## src/rtl/piso_serializer.sv

```systemverilog
// piso_serializer: parallel-in / serial-out transmitter.
// A DATA_W-bit word is taken over a valid/ready handshake and then driven out
// one bit per clock on sout, qualified by sout_valid. The last bit of a frame
// is flagged by a one-cycle done pulse.
// Optional feature: define PARITY_EN to append one even-parity bit (^word)
// after the data bits. With the macro undefined the PARITY state is not built.
module piso_serializer #(
  parameter int DATA_W    = 8,
  parameter bit MSB_FIRST = 1'b1
) (
  input  logic              clk,
  input  logic              reset,
  input  logic [DATA_W-1:0] din,
  input  logic              din_valid,
  output logic              din_ready,
  output logic              sout,
  output logic              sout_valid,
  output logic              busy,
  output logic              done
);

  localparam int CNT_W = $clog2(DATA_W + 1);
  // The counter holds the index of the bit currently on sout.
  localparam logic [CNT_W-1:0] LAST_IDX = CNT_W'(DATA_W - 1);
`ifndef PARITY_EN
  localparam logic [CNT_W-1:0] PENULT_IDX = CNT_W'(DATA_W - 2);
`endif

`ifdef PARITY_EN
  typedef enum logic [1:0] {
    ST_IDLE   = 2'd0,
    ST_SHIFT  = 2'd1,
    ST_PARITY = 2'd2
  } state_e;
`else
  typedef enum logic [1:0] {
    ST_IDLE   = 2'd0,
    ST_SHIFT  = 2'd1
  } state_e;
`endif

  state_e              state_q, state_d;
  logic [DATA_W-1:0]   shreg_q, shreg_d;
  logic [CNT_W-1:0]    cnt_q, cnt_d;
  logic                sout_q, sout_d;
  logic                sout_valid_q, sout_valid_d;
  logic                busy_q, busy_d;
  logic                done_q, done_d;
  logic                ready_q, ready_d;
`ifdef PARITY_EN
  logic                parity_q, parity_d;
`endif

  // Bit that leaves the word first in the configured order.
  function automatic logic head_bit(input logic [DATA_W-1:0] w);
    if (MSB_FIRST) begin
      return w[DATA_W-1];
    end else begin
      return w[0];
    end
  endfunction

  // Drop the head bit and fill the vacated position with zero.
  function automatic logic [DATA_W-1:0] shift_word(input logic [DATA_W-1:0] w);
    if (MSB_FIRST) begin
      return {w[DATA_W-2:0], 1'b0};
    end else begin
      return {1'b0, w[DATA_W-1:1]};
    end
  endfunction

  // Next-state, datapath and registered-output logic for the transmit FSM.
  always_comb begin
    state_d      = state_q;
    shreg_d      = shreg_q;
    cnt_d        = cnt_q;
    sout_d       = 1'b0;
    sout_valid_d = 1'b0;
    done_d       = 1'b0;
`ifdef PARITY_EN
    parity_d     = parity_q;
`endif
    case (state_q)
      ST_IDLE: begin
        if (din_valid && ready_q) begin
          // The head bit goes straight to sout; shreg keeps the remainder.
          state_d      = ST_SHIFT;
          shreg_d      = shift_word(din);
          cnt_d        = '0;
          sout_d       = head_bit(din);
          sout_valid_d = 1'b1;
`ifdef PARITY_EN
          parity_d     = ^din;
`endif
        end else begin
          state_d = ST_IDLE;
        end
      end
      ST_SHIFT: begin
        if (cnt_q == LAST_IDX) begin
`ifdef PARITY_EN
          state_d      = ST_PARITY;
          sout_d       = parity_q;
          sout_valid_d = 1'b1;
          done_d       = 1'b1;
`else
          state_d      = ST_IDLE;
`endif
          shreg_d      = '0;
        end else begin
          cnt_d        = cnt_q + CNT_W'(1);
          sout_d       = head_bit(shreg_q);
          shreg_d      = shift_word(shreg_q);
          sout_valid_d = 1'b1;
`ifndef PARITY_EN
          done_d       = (cnt_q == PENULT_IDX);
`endif
        end
      end
`ifdef PARITY_EN
      ST_PARITY: begin
        state_d = ST_IDLE;
      end
`endif
      default: begin
        state_d = ST_IDLE;
      end
    endcase
    // Ready and busy are decoded from the next state so they line up with it.
    ready_d = (state_d == ST_IDLE);
    busy_d  = (state_d != ST_IDLE);
  end

  // State and output registers with synchronous active-high reset.
  always_ff @(posedge clk) begin
    if (reset) begin
      state_q      <= ST_IDLE;
      shreg_q      <= '0;
      cnt_q        <= '0;
      sout_q       <= 1'b0;
      sout_valid_q <= 1'b0;
      busy_q       <= 1'b0;
      done_q       <= 1'b0;
      ready_q      <= 1'b0;
`ifdef PARITY_EN
      parity_q     <= 1'b0;
`endif
    end else begin
      state_q      <= state_d;
      shreg_q      <= shreg_d;
      cnt_q        <= cnt_d;
      sout_q       <= sout_d;
      sout_valid_q <= sout_valid_d;
      busy_q       <= busy_d;
      done_q       <= done_d;
      ready_q      <= ready_d;
`ifdef PARITY_EN
      parity_q     <= parity_d;
`endif
    end
  end

  assign din_ready  = ready_q;
  assign sout       = sout_q;
  assign sout_valid = sout_valid_q;
  assign busy       = busy_q;
  assign done       = done_q;

endmodule

```

## config.mk

```make
export PLATFORM = sky130hd
export DESIGN_NAME = piso_serializer
export DESIGN_NICKNAME = d
export VERILOG_FILES = /design/src/rtl/piso_serializer.sv
export SDC_FILE = /design/constraint.sdc
export NUM_CORES = 1
export LEC_CHECK = 0
export ABC_AREA = 1
export CAP_MARGIN = 0
export CORE_MARGIN = 10
export CORE_UTILIZATION = 27
export DETAILED_ROUTE_END_ITERATION = 12
export SLEW_MARGIN = 25
export SYNTH_ARGS = -nofsm -noshare
export SYNTH_HDL_FRONTEND = slang
export SYNTH_SLANG_ARGS = --single-unit
```

## constraint.sdc

```tcl
create_clock -name clk -period 1.5 [get_ports clk]
set_input_delay 0.375 -clock clk [delete_from_list [all_inputs] [get_ports clk]]
set_output_delay 0.375 -clock clk [all_outputs]
set_load 0.05 [all_outputs]
```

# After elaboration in Yosys (flattened, before gate mapping)
# Cells that the tools add are included.
# totals
register_bits,19
# classes
bitwise_logic,1
reduce_logical,8
n_mux,15
eq_ne,5
add_sub_neg,1
# op_table
op,n
2-to-1 mux 8 bit,2
one-hot mux 8 bit (2 select lines),1
== test 4 x 3 -> 1 bit (second input constant),2
2-to-1 mux 4 bit,2
one-hot mux 4 bit (2 select lines),1
2-to-1 mux 1 bit,5
adder 4 x 1 -> 4 bit (second input constant),1
logical NOT 2 bit,2
!= test 2 bit (second input constant),2
one-hot mux 1 bit (2 select lines),2
one-hot mux 2 bit (2 select lines),1
nonzero test 2 bit,2
AND reduction 3 bit,1
OR reduction 3 bit,1
== test 2 x 1 -> 1 bit (second input constant),1
2-to-1 mux 2 bit,1
AND reduction 2 bit,1
logical AND 1 bit,1
NOT 1 bit,1

# Depth between registers and ports, before layout
# Gate-level depths: netlist (run 1).
# depth
ltp_word,4
depth_mapped,7

# Least setup slack after synthesis (run 1)
# No wires, ideal clock.
# synth_path
path_type,flip-flop to flip-flop
from,register ready_q (netlist: din_ready)
to,register cnt_q[3]
path_stages_with_launch,7
setup_ns,0.067
arrival_ns,1.233
path_slack_ns,0.200
required_time_ns,1.433
path_buffers,0
path_cell_list,dfxtp_1 -> nand2_1 -> inv_2 -> nand2_4 -> nand2_4 -> nand2_2 -> o21ai_2
# synth_between
elab_chain_len,3
# synth_rtl
item,line,source
from (decl),49,"logic ready_q, ready_d;"
from (signal assigned),156,ready_q <= ready_d;
logical AND 1 bit,85,if (din_valid && ready_q) begin
!= test 2 bit (no source line),n/a,
AND reduction 3 bit (no source line),n/a,
to (signal assigned),151,cnt_q <= cnt_d;
to (decl),44,"logic [CNT_W-1:0] cnt_q, cnt_d;"
# No other way between the ends.
# A chain may end at the register's enable or synchronous reset.

# Worst setup path after layout (run 1)
# layout_path
from,register cnt_q[0]
to,register cnt_q[3]
# layout_between
elab_chain_len,3
elab_cells_between_ends,6
cone_classes,1 x add/sub; 2 x eq/ne; 2 x mux; 1 x reduce/logical
# layout_rtl
item,line
adder 4 x 1 -> 4 bit or == test 4 x 3 -> 1 bit (tied branches),"111, 100"
2-to-1 mux 4 bit or != test 2 bit (tied branches),n/a
one-hot mux 4 bit (2 select lines) or AND reduction 3 bit (tied branches),n/a
# Several ways; a longest one is shown, not always the timed one. The select of a mux whose other input is x is not followed.

==> flow_summary.ini, run 1 <==
[run_status]
status = complete, no violations

[floorplanning]
io_pins = 16
dieArea_mm2 = 0.00556
fp.dieW_um = 74.5
dieHeight_um = 74.5
core_mm2 = 0.00281
num_rows = 19
start_util_pct = 28.6

[clocking]
htreeDepth = 1
cts_num_sinks = 18
postCtsHoldBufs = 0
cts_setup_buffers = 0
cts_resized = 0
cts_buffer_depth = 2
cts_buffers = 3
worstSkewPairLatency_ns = 0.29
cts-root-buf = clkbuf_4
clk_pin_slew_worst_paths_ns = 0.10
cts_tree = done

[detailed_routing]
route.met2.wl_um = 900
drc = 0
wl_mm = 1.77
ant_nets = 0
via_count = 695
viasPerCell = 4.46
avgRoutedWirePerCell_um = 11.3
wl_met3_um = 115
drtIter0Drc = 28
dr.max_layer_used = met4
wl_met1_um = 733
drtPass1Iterations = 4

[yosys]
ys_top_cells_by_area = dfxtp_1 45%, nand2_1 14%, a21oi_1 5.6%
syn-instance-count = 106
yosysTopAreaCell = dfxtp_1
synth_top_area_share_pct = 44.9
synth_warnings = 0
synthesis.nets = 119
avgSynthCellArea_um2 = 7.58
ys_ff_latch = 18
yosysSeqAreaShare_pct = 44.9
synth.cell_area_um2 = 803
yosysUniqueCellTypes = 19

[grt]
antenna_found_initial = 0
grt_pass1_wl_mm = 3.11
grt_max_degree = 12
grt_pass1_vias = 712
grt_usage_pct = 7.28
grt_overflow = 0

[min_path]
hp-start = shreg_q[4]
hold_end = shreg_q[5]
hold_path_class = flop to flop
hold-path-cell-count = 2

[finish]
layout_common_cells = 30 x nand2_1, 18 x dfxtp_1, 10 x clkdlybuf4s50_1
diodes = 0
drive_gt1_share_pct = 20.8
nets = 139
synthToLayoutAreaGrowth_pct = 34.6
final_common_cell = nand2_1

[critical_path]
r2r_cells = 6
path_max_fanout = 6
critPathArrivalTime_ns = 1.41
r2r_setup_slack_ns = 0.28
r2r-end = cnt_q[3]
crit_type = flop to flop
r2r_start = cnt_q[0]
start_kind = flop
worstPathRequired_ns = 1.68
worstSetupEndpointType = flop

[placement]
port_buffers = 15
hpwl_mm = 1.44
place_congestion = 0.809

[power_and_ir_drop]
p_sw_mw = 0.223
p_seq_share_pct = 54.9
switching_share_pct = 24.0
comb_power_share_pct = 14.1
p_clk_share_pct = 31.0
peakVddDrop_mv = 0.594
powerDensity_mw_per_mm2 = 861
leakage_nw = 0.486
power_mw = 0.930
internal_power_mw = 0.707

[job]
cap_violations = 0

[timing]
rsz0062_at_grt = no
clock_skew_ns = 0.00702
min_period_ns = 1.22
setup_viol = 0
drv_slew = 0
finalHoldViolations = 0
fmax_mhz = 817
tns_ns = 0
fin_crit_sh_pct = 81.6
==> critical path, cell delays in order (launching register included) <==
cell and delay, ns:
dfxtp_1 0.43, ha_1 0.23, nand3_2 0.11, nand2_4 0.11, nand2_4 0.07, nand2_2 0.12, o21ai_2 0.06
==> Yosys cell counts (all sizes together) <==
| master | count |
|---|---|
| xor2 | 1 |
| nand4 | 3 |
| a21oi | 9 |
| nand2 | 34 |
| nor2 | 6 |
| dfxtp | 18 |
| buf | 1 |
| ha | 2 |
| nand3 | 8 |
| o21ai | 7 |
| conb | 1 |
| inv | 16 |
==> sequential cells by signal, indices dropped and copies added (netlist names) <==
register / cells
busy: 1
cnt_q: 4
din_ready: 1
done: 1
shreg_q: 7
sout: 1
sout_valid: 1
state_q: 2
==> layer usage <==
metal	global-route usage [%]	up-vias
met2	12.4	9
met3	4.12	2
met5	0	-
met4	1.26	0
li1	-	372
met1	7.81	312
==> worst max path at each step <==
stage / start / endpoint / slack [ns] / cells after the start
after floorplan: din_ready / cnt_q[3] / 0.20 / 6
after global placement: din_valid / cnt_q[3] / 0.04 / 7
after detailed placement: din_valid / cnt_q[3] / 0.004 / 7
after CTS: cnt_q[0] / cnt_q[3] / 0.26 / 6
after global routing: cnt_q[0] / cnt_q[0] / 0.18 / 7
final: cnt_q[0] / cnt_q[3] / 0.28 / 6
==> power by group through the flow <==
stage	Combinational, mW	Sequential (mW)	Clock, mW
after floorplan	0.0561	0.533	0
after detailed placement	0.132	0.522	0
after global routing	0.146	0.514	0.325
final	0.131	0.511	0.288
after CTS	0.133	0.511	0.301
after global placement	0.131	0.521	0
==> per-stage QoR <==
| step | worst slack [ns] | cell area [µm²] | utilization, % | cells | hold slack [ns] |
|---|---|---|---|---|---|
| after detailed placement | 0.00412 | 1040 | 37.2 | 152 | 0.453 |
| final | 0.275 | 1080 | 38.5 | 156 | 0.467 |
| after global placement | 0.0356 | 1040 | 37.2 | 152 | 0.449 |
| after global routing | 0.184 | 1080 | 38.5 | 156 | 0.495 |
| after CTS | 0.261 | 1080 | 38.5 | 156 | 0.471 |
| after floorplan | 0.200 | 803 | - | 106 | 0.433 |
==> layout make-up <==
| type | instances | area, µm² |
|---|---|---|
| timing repair buffer | 16 | 208 |
| clock buffer | 4 | 36.3 |
| sequential | 18 | 360 |
| inverter | 16 | 60.1 |
| tap | 31 | 38.8 |
| multi-input combinational | 71 | 378 |
| fill | 292 | 1720 |
==> cells by family (layout without fill, tap and decap cells) <==
kind of cell	Yosys count	count (layout)	share of synthesized area [%]
compound gates	16	16	10.4
xor+xnor	1	1	1.09
fa+ha+maj	2	2	3.11
buf+inv	17	36	8.10
flops	18	18	44.9
other cells	1	1	0.467
simple gates	51	51	31.9
(Power assumes the default switching activity.)
==> run 2, diff against run 1 <==
clock period = 1.1 ns   (was 1.5 ns; I/O delays follow)
==> run 2 against run 1 <==
Against the previous run: hold slack got worse by 0.0019 ns; setup slack got worse by 0.26 ns; critical path depth stayed put; routed wire length increased by 6.2%; critical endpoint is now done; largest cell class unchanged; largest power group unchanged; highest routed layer unchanged.
==> flow_summary.ini, run 2 (synthesis results as in run 1) <==
[min_path]
hold_end = shreg_q[2]
hold_path_class = flop to flop
hold-path-cell-count = 2
hp-start = shreg_q[1]

[finish]
synthToLayoutAreaGrowth_pct = 51.6
largest_reg_flops = 7
drive_gt1_share_pct = 36.0
layout_common_cells = 28 x nand2_1, 11 x buf_4, 10 x dfxtp_1, 10 x clkdlybuf4s50_1
largestRegisters = shreg_q (7), cnt_q (4), state_q (2)
largest_register = shreg_q
fill_cells = 288
stdcell_count = 167
nets = 150
final_common_cell = nand2_1
diodes = 0

[floorplanning]
io_pins = 16
dieHeight_um = 74.5
core_mm2 = 0.00281
start_util_pct = 28.6
dieArea_mm2 = 0.00556
fp.dieW_um = 74.5
num_rows = 19

[timing]
hold_slack_ns = 0.465
fmax_mhz = 921
tns_ns = 0
setup_viol = 0
drv_slew = 0
clock_skew_ns = 0.00574
finalHoldViolations = 0
setup_ws_ns = 0.0138
rsz0062_at_grt = yes
fin_crit_sh_pct = 98.7
min_period_ns = 1.09

[clocking]
cts_tree = done
cts-root-buf = clkbuf_4
postCtsHoldBufs = 0
cts_num_sinks = 18
worstSkewPairLatency_ns = 0.29
cts_buffer_depth = 2
htreeDepth = 1
clk_pin_slew_worst_paths_ns = 0.10
cts_buffers = 3

[critical_path]
critPathArrivalTime_ns = 1.32
worstPathRequired_ns = 1.34
r2r_cells = 6
worstSetupEndpointType = flop
r2r_start = cnt_q[0]
crit_type = flop to flop
r2r_setup_slack_ns = 0.01
r2r-end = done
path_max_fanout = 5
start_kind = flop

[grt]
grt_max_degree = 11
grt_overflow = 0
grt_pass1_wl_mm = 3.08
antenna_found_initial = 0
grt_pass1_vias = 671
grt_usage_pct = 7.09

[power_and_ir_drop]
power_mw = 1.24
peakVddDrop_mv = 0.603
powerDensity_mw_per_mm2 = 1020
internal_power_mw = 0.921
switching_share_pct = 25.9
p_seq_share_pct = 56.0
p_sw_mw = 0.322
leakage_nw = 0.545
comb_power_share_pct = 16.5
p_clk_share_pct = 27.6

[placement]
dp.cells = 159
hpwl_mm = 1.35
place_ws_ns = -0.293
port_buffers = 15
place_congestion = 0.748

[detailed_routing]
wl_mm = 1.88
drtPass1Iterations = 4
drtIter0Drc = 28
via_count = 715
ant_nets = 0
drc = 0
avgRoutedWirePerCell_um = 11.2
viasPerCell = 4.28

[job]
cap_violations = 0

[run_status]
status = complete, no violations
run 2: area by class of cell:
class / count / area (µm²) / share of cell area (%)
multi-input cells: 71 / 423 / 34.7
flip-flops and latches: 18 / 373 / 30.6
repair buffers: 27 / 294 / 24.2
inverters: 16 / 62.6 / 5.14
well taps: 31 / 38.8 / 3.19
clock buffers: 4 / 26.3 / 2.16
run 2: stage by stage:
| step | cell area [µm²] | utilization, % |
|---|---|---|
| final | 1220 | 43.4 |
| after global routing | 1220 | 43.4 |
| after floorplan | 811 | - |
| after detailed placement | 1100 | 39.4 |
| after CTS | 1170 | 41.8 |
| after global placement | 1100 | 39.4 |
run 2: critical path, cell delays in order, from the launching register on:
cell	delay, ns
dfxtp_2	0.35
ha_4	0.17
nand3_4	0.08
nand2_4	0.08
buf_4	0.14
buf_4	0.12
nor2_2	0.08
run 2: layer usage:
metal / part of all wire, % / vias to the layer above / track usage [%]
met3: 6.5 / 4 / 3.06
li1: - / 390 / -
met5: 0 / - / 0
met2: 46 / 15 / 10.3
met4: 1.1 / 0 / 3.15
met1: 46 / 306 / 8.88
run 2: how the worst max path moves through the flow:
stage / slack, ns / depth (start not counted) / startpoint / endpoint
global route: -0.04 / 7 / cnt_q[0] / cnt_q[0]
CTS: 0.003 / 6 / cnt_q[0] / shreg_q[6]
detailed placement: -0.29 / 7 / din_valid / shreg_q[6]
global placement: -0.26 / 7 / din_valid / shreg_q[2]
floorplan: 0.006 / 6 / cnt_q[1] / cnt_q[3]
finish: 0.01 / 6 / cnt_q[0] / done
run 2: repair_timing:
| action | 4_1_cts | 5_1_grt |
|---|---|---|
| setup endpoints to repair | 6 | 15 |
| resized for setup | 6 | 9 |
| pin swaps | 2 | 8 |
| buffers inserted | 2 | 2 |
| cloned | 0 | 0 |
run 2: power by group through the flow:
| stage | combinational (mW) | clock (mW) | sequential, mW |
|---|---|---|---|
| 2_1_floorplan | 0.0765 | 0 | 0.727 |
| 3_3_place_gp | 0.192 | 0 | 0.710 |
| 3_5_place_dp | 0.193 | 0 | 0.710 |
| 4_1_cts | 0.197 | 0.361 | 0.696 |
| 5_1_grt | 0.221 | 0.399 | 0.700 |
| 6_report | 0.205 | 0.343 | 0.696 |
==> run 3, diff against run 2 <==
CTS_CLUSTER_SIZE = 10   (was unset)
TNS_END_PERCENT = 5   (was unset)
==> run 3 against run 2 <==
Against the previous run: final area decreased by 2.8%; sequential cell count unchanged; first-iteration DRC count increased by 3.6%; clock power about the same; non-clock buffer count unchanged; global-route usage decreased by 0.081 points; cell count unchanged; power decreased by 0.43%; combinational power about the same; critical endpoint unchanged.
==> flow_summary.ini, run 3 (synthesis results as in run 1) <==
[run_status]
status = complete, no violations

[placement]
port_buffers = 15
hpwl_mm = 1.35
dp.cells = 159
place_congestion = 0.748

[grt]
grt_usage_pct = 7.01
grt_overflow = 0
grt_pass1_wl_mm = 3.04
antenna_found_initial = 0
grt_max_degree = 11
grt_pass1_vias = 668

[detailed_routing]
drc = 0
viasPerCell = 4.35
drtPass1Iterations = 4
drtIter0Drc = 29
ant_nets = 0
avgRoutedWirePerCell_um = 10.9
wl_mm = 1.83
via_count = 727

[floorplanning]
dieArea_mm2 = 0.00556
core_mm2 = 0.00281
dieHeight_um = 74.5
num_rows = 19
io_pins = 16
fp.dieW_um = 74.5
start_util_pct = 28.6

[power_and_ir_drop]
leakage_nw = 0.543
p_sw_mw = 0.318
comb_power_share_pct = 16.3
peakVddDrop_mv = 0.642
power_mw = 1.24
p_seq_share_pct = 56.2
powerDensity_mw_per_mm2 = 1050
switching_share_pct = 25.7
internal_power_mw = 0.920
p_clk_share_pct = 27.5

[critical_path]
worstPathRequired_ns = 1.33
slowest_delay_ns = 0.35
cp_common_cell = buf_4
crit_chain = ha_4 -> nand3_2 -> nand2_4 -> buf_4 -> buf_4 -> nor2_1
r2r_cells = 6
crit_slowest_cell = dfxtp_2
crit_type = flop to flop
cp.depth = 6
start_kind = flop
r2r_setup_slack_ns = 0.008
critPathArrivalTime_ns = 1.32
worstSetupEndpointType = flop
path_delay_family = flip-flops
worst-path-buf-inv = 2
path_max_fanout = 4

[finish]
largest_register = shreg_q
diodes = 0
stdcell_count = 167
largest_reg_flops = 7
synthToLayoutAreaGrowth_pct = 47.4
largestRegisters = shreg_q (7), cnt_q (4), state_q (2)
drive_gt1_share_pct = 33.1
final_common_cell = nand2_1
layout_common_cells = 30 x nand2_1, 12 x buf_4, 10 x dfxtp_1, 10 x clkdlybuf4s50_1
nets = 150

[clocking]
worstSkewPairLatency_ns = 0.29
cts-root-buf = clkbuf_4
clk_pin_slew_worst_paths_ns = 0.10
cts_num_sinks = 18
cts_buffers = 3
htreeDepth = 1
cts_tree = done
cts_buffer_depth = 2

[job]
cap_violations = 0

[min_path]
hold-path-cell-count = 2
hold_path_class = flop to flop

[timing]
fmax_mhz = 916
rsz0062_at_grt = yes
min_period_ns = 1.09
setup_viol = 0
finalHoldViolations = 0
fin_crit_sh_pct = 99.3
drv_slew = 0
clock_skew_ns = 0.00661
[run 3: changes by cell type in the layout (fill, tap and decap cells not counted)]
cell	change
nor2_1	+1
inv_4	-1
nor2_2	-1
nand2_1	+2
inv_2	+1
ha_4	-1
buf_6	-1
ha_1	+1
nand3_2	+1
buf_4	+1
nand2_2	-2
nand3_4	-1
[run 3: stage by stage]
| step | hold WS [ns] | setup WS (ns) | utilization (%) | TNS (ns) | instance area, µm² |
|---|---|---|---|---|---|
| floorplan | 0.338 | 0.00591 | - | 0 | 811 |
| global placement | 0.448 | -0.265 | 39.4 | -3.62 | 1100 |
| detailed placement | 0.448 | -0.293 | 39.4 | -3.83 | 1100 |
| CTS | 0.465 | -0.0176 | 40.6 | -0.0359 | 1140 |
| global route | 0.486 | -0.0693 | 42.2 | -0.571 | 1180 |
| finish | 0.465 | 0.00823 | 42.2 | 0 | 1180 |
[run 3: area by class of cell]
type / instances / area, µm²
sequential: 18 / 373
fill: 286 / 1620
clock buffer: 4 / 26.3
tap: 31 / 38.8
inverter: 16 / 60.1
timing repair buffer: 27 / 290
multi-input combinational: 71 / 395
[run 3: tightest hold or removal path, delay by kind of cell (launching register included)]
kind | cells | cell delay [ns]
simple gates | 1 | 0.06
flops | 1 | 0.32
compound gates | 1 | 0.06
[run 3: worst paths after layout]
check / from / to
worst max-delay path: cnt_q[0] / done
worst min-delay path: shreg_q[3] / shreg_q[4]
worst max register to register: cnt_q[0] / done
worst min register to register: shreg_q[3] / shreg_q[4]
[run 3: power by group through the flow]
stage	Combinational (mW)	Sequential, mW	Clock (mW)
2_1_floorplan	0.0765	0.727	0
3_5_place_dp	0.193	0.710	0
6_report	0.202	0.696	0.341
3_3_place_gp	0.192	0.710	0
5_1_grt	0.218	0.700	0.394
4_1_cts	0.196	0.696	0.361
[run 3: routing by layer]
| layer | vias up | wire (µm) | global-route usage (%) |
|---|---|---|---|
| li1 | 392 | - | - |
| met1 | 316 | 865 | 8.58 |
| met2 | 15 | 822 | 10.4 |
| met3 | 4 | 118 | 3.06 |
| met4 | 0 | 21 | 3.15 |
| met5 | - | 0 | 0 |
[run 3: timing repair]
action                     in CTS  in global routing
resized for setup               3                  5
buffers inserted                0                  4
setup endpoints to repair       6                 18
pin swaps                       0                  5
cloned                          0                  0
hold buffers                    0                  0
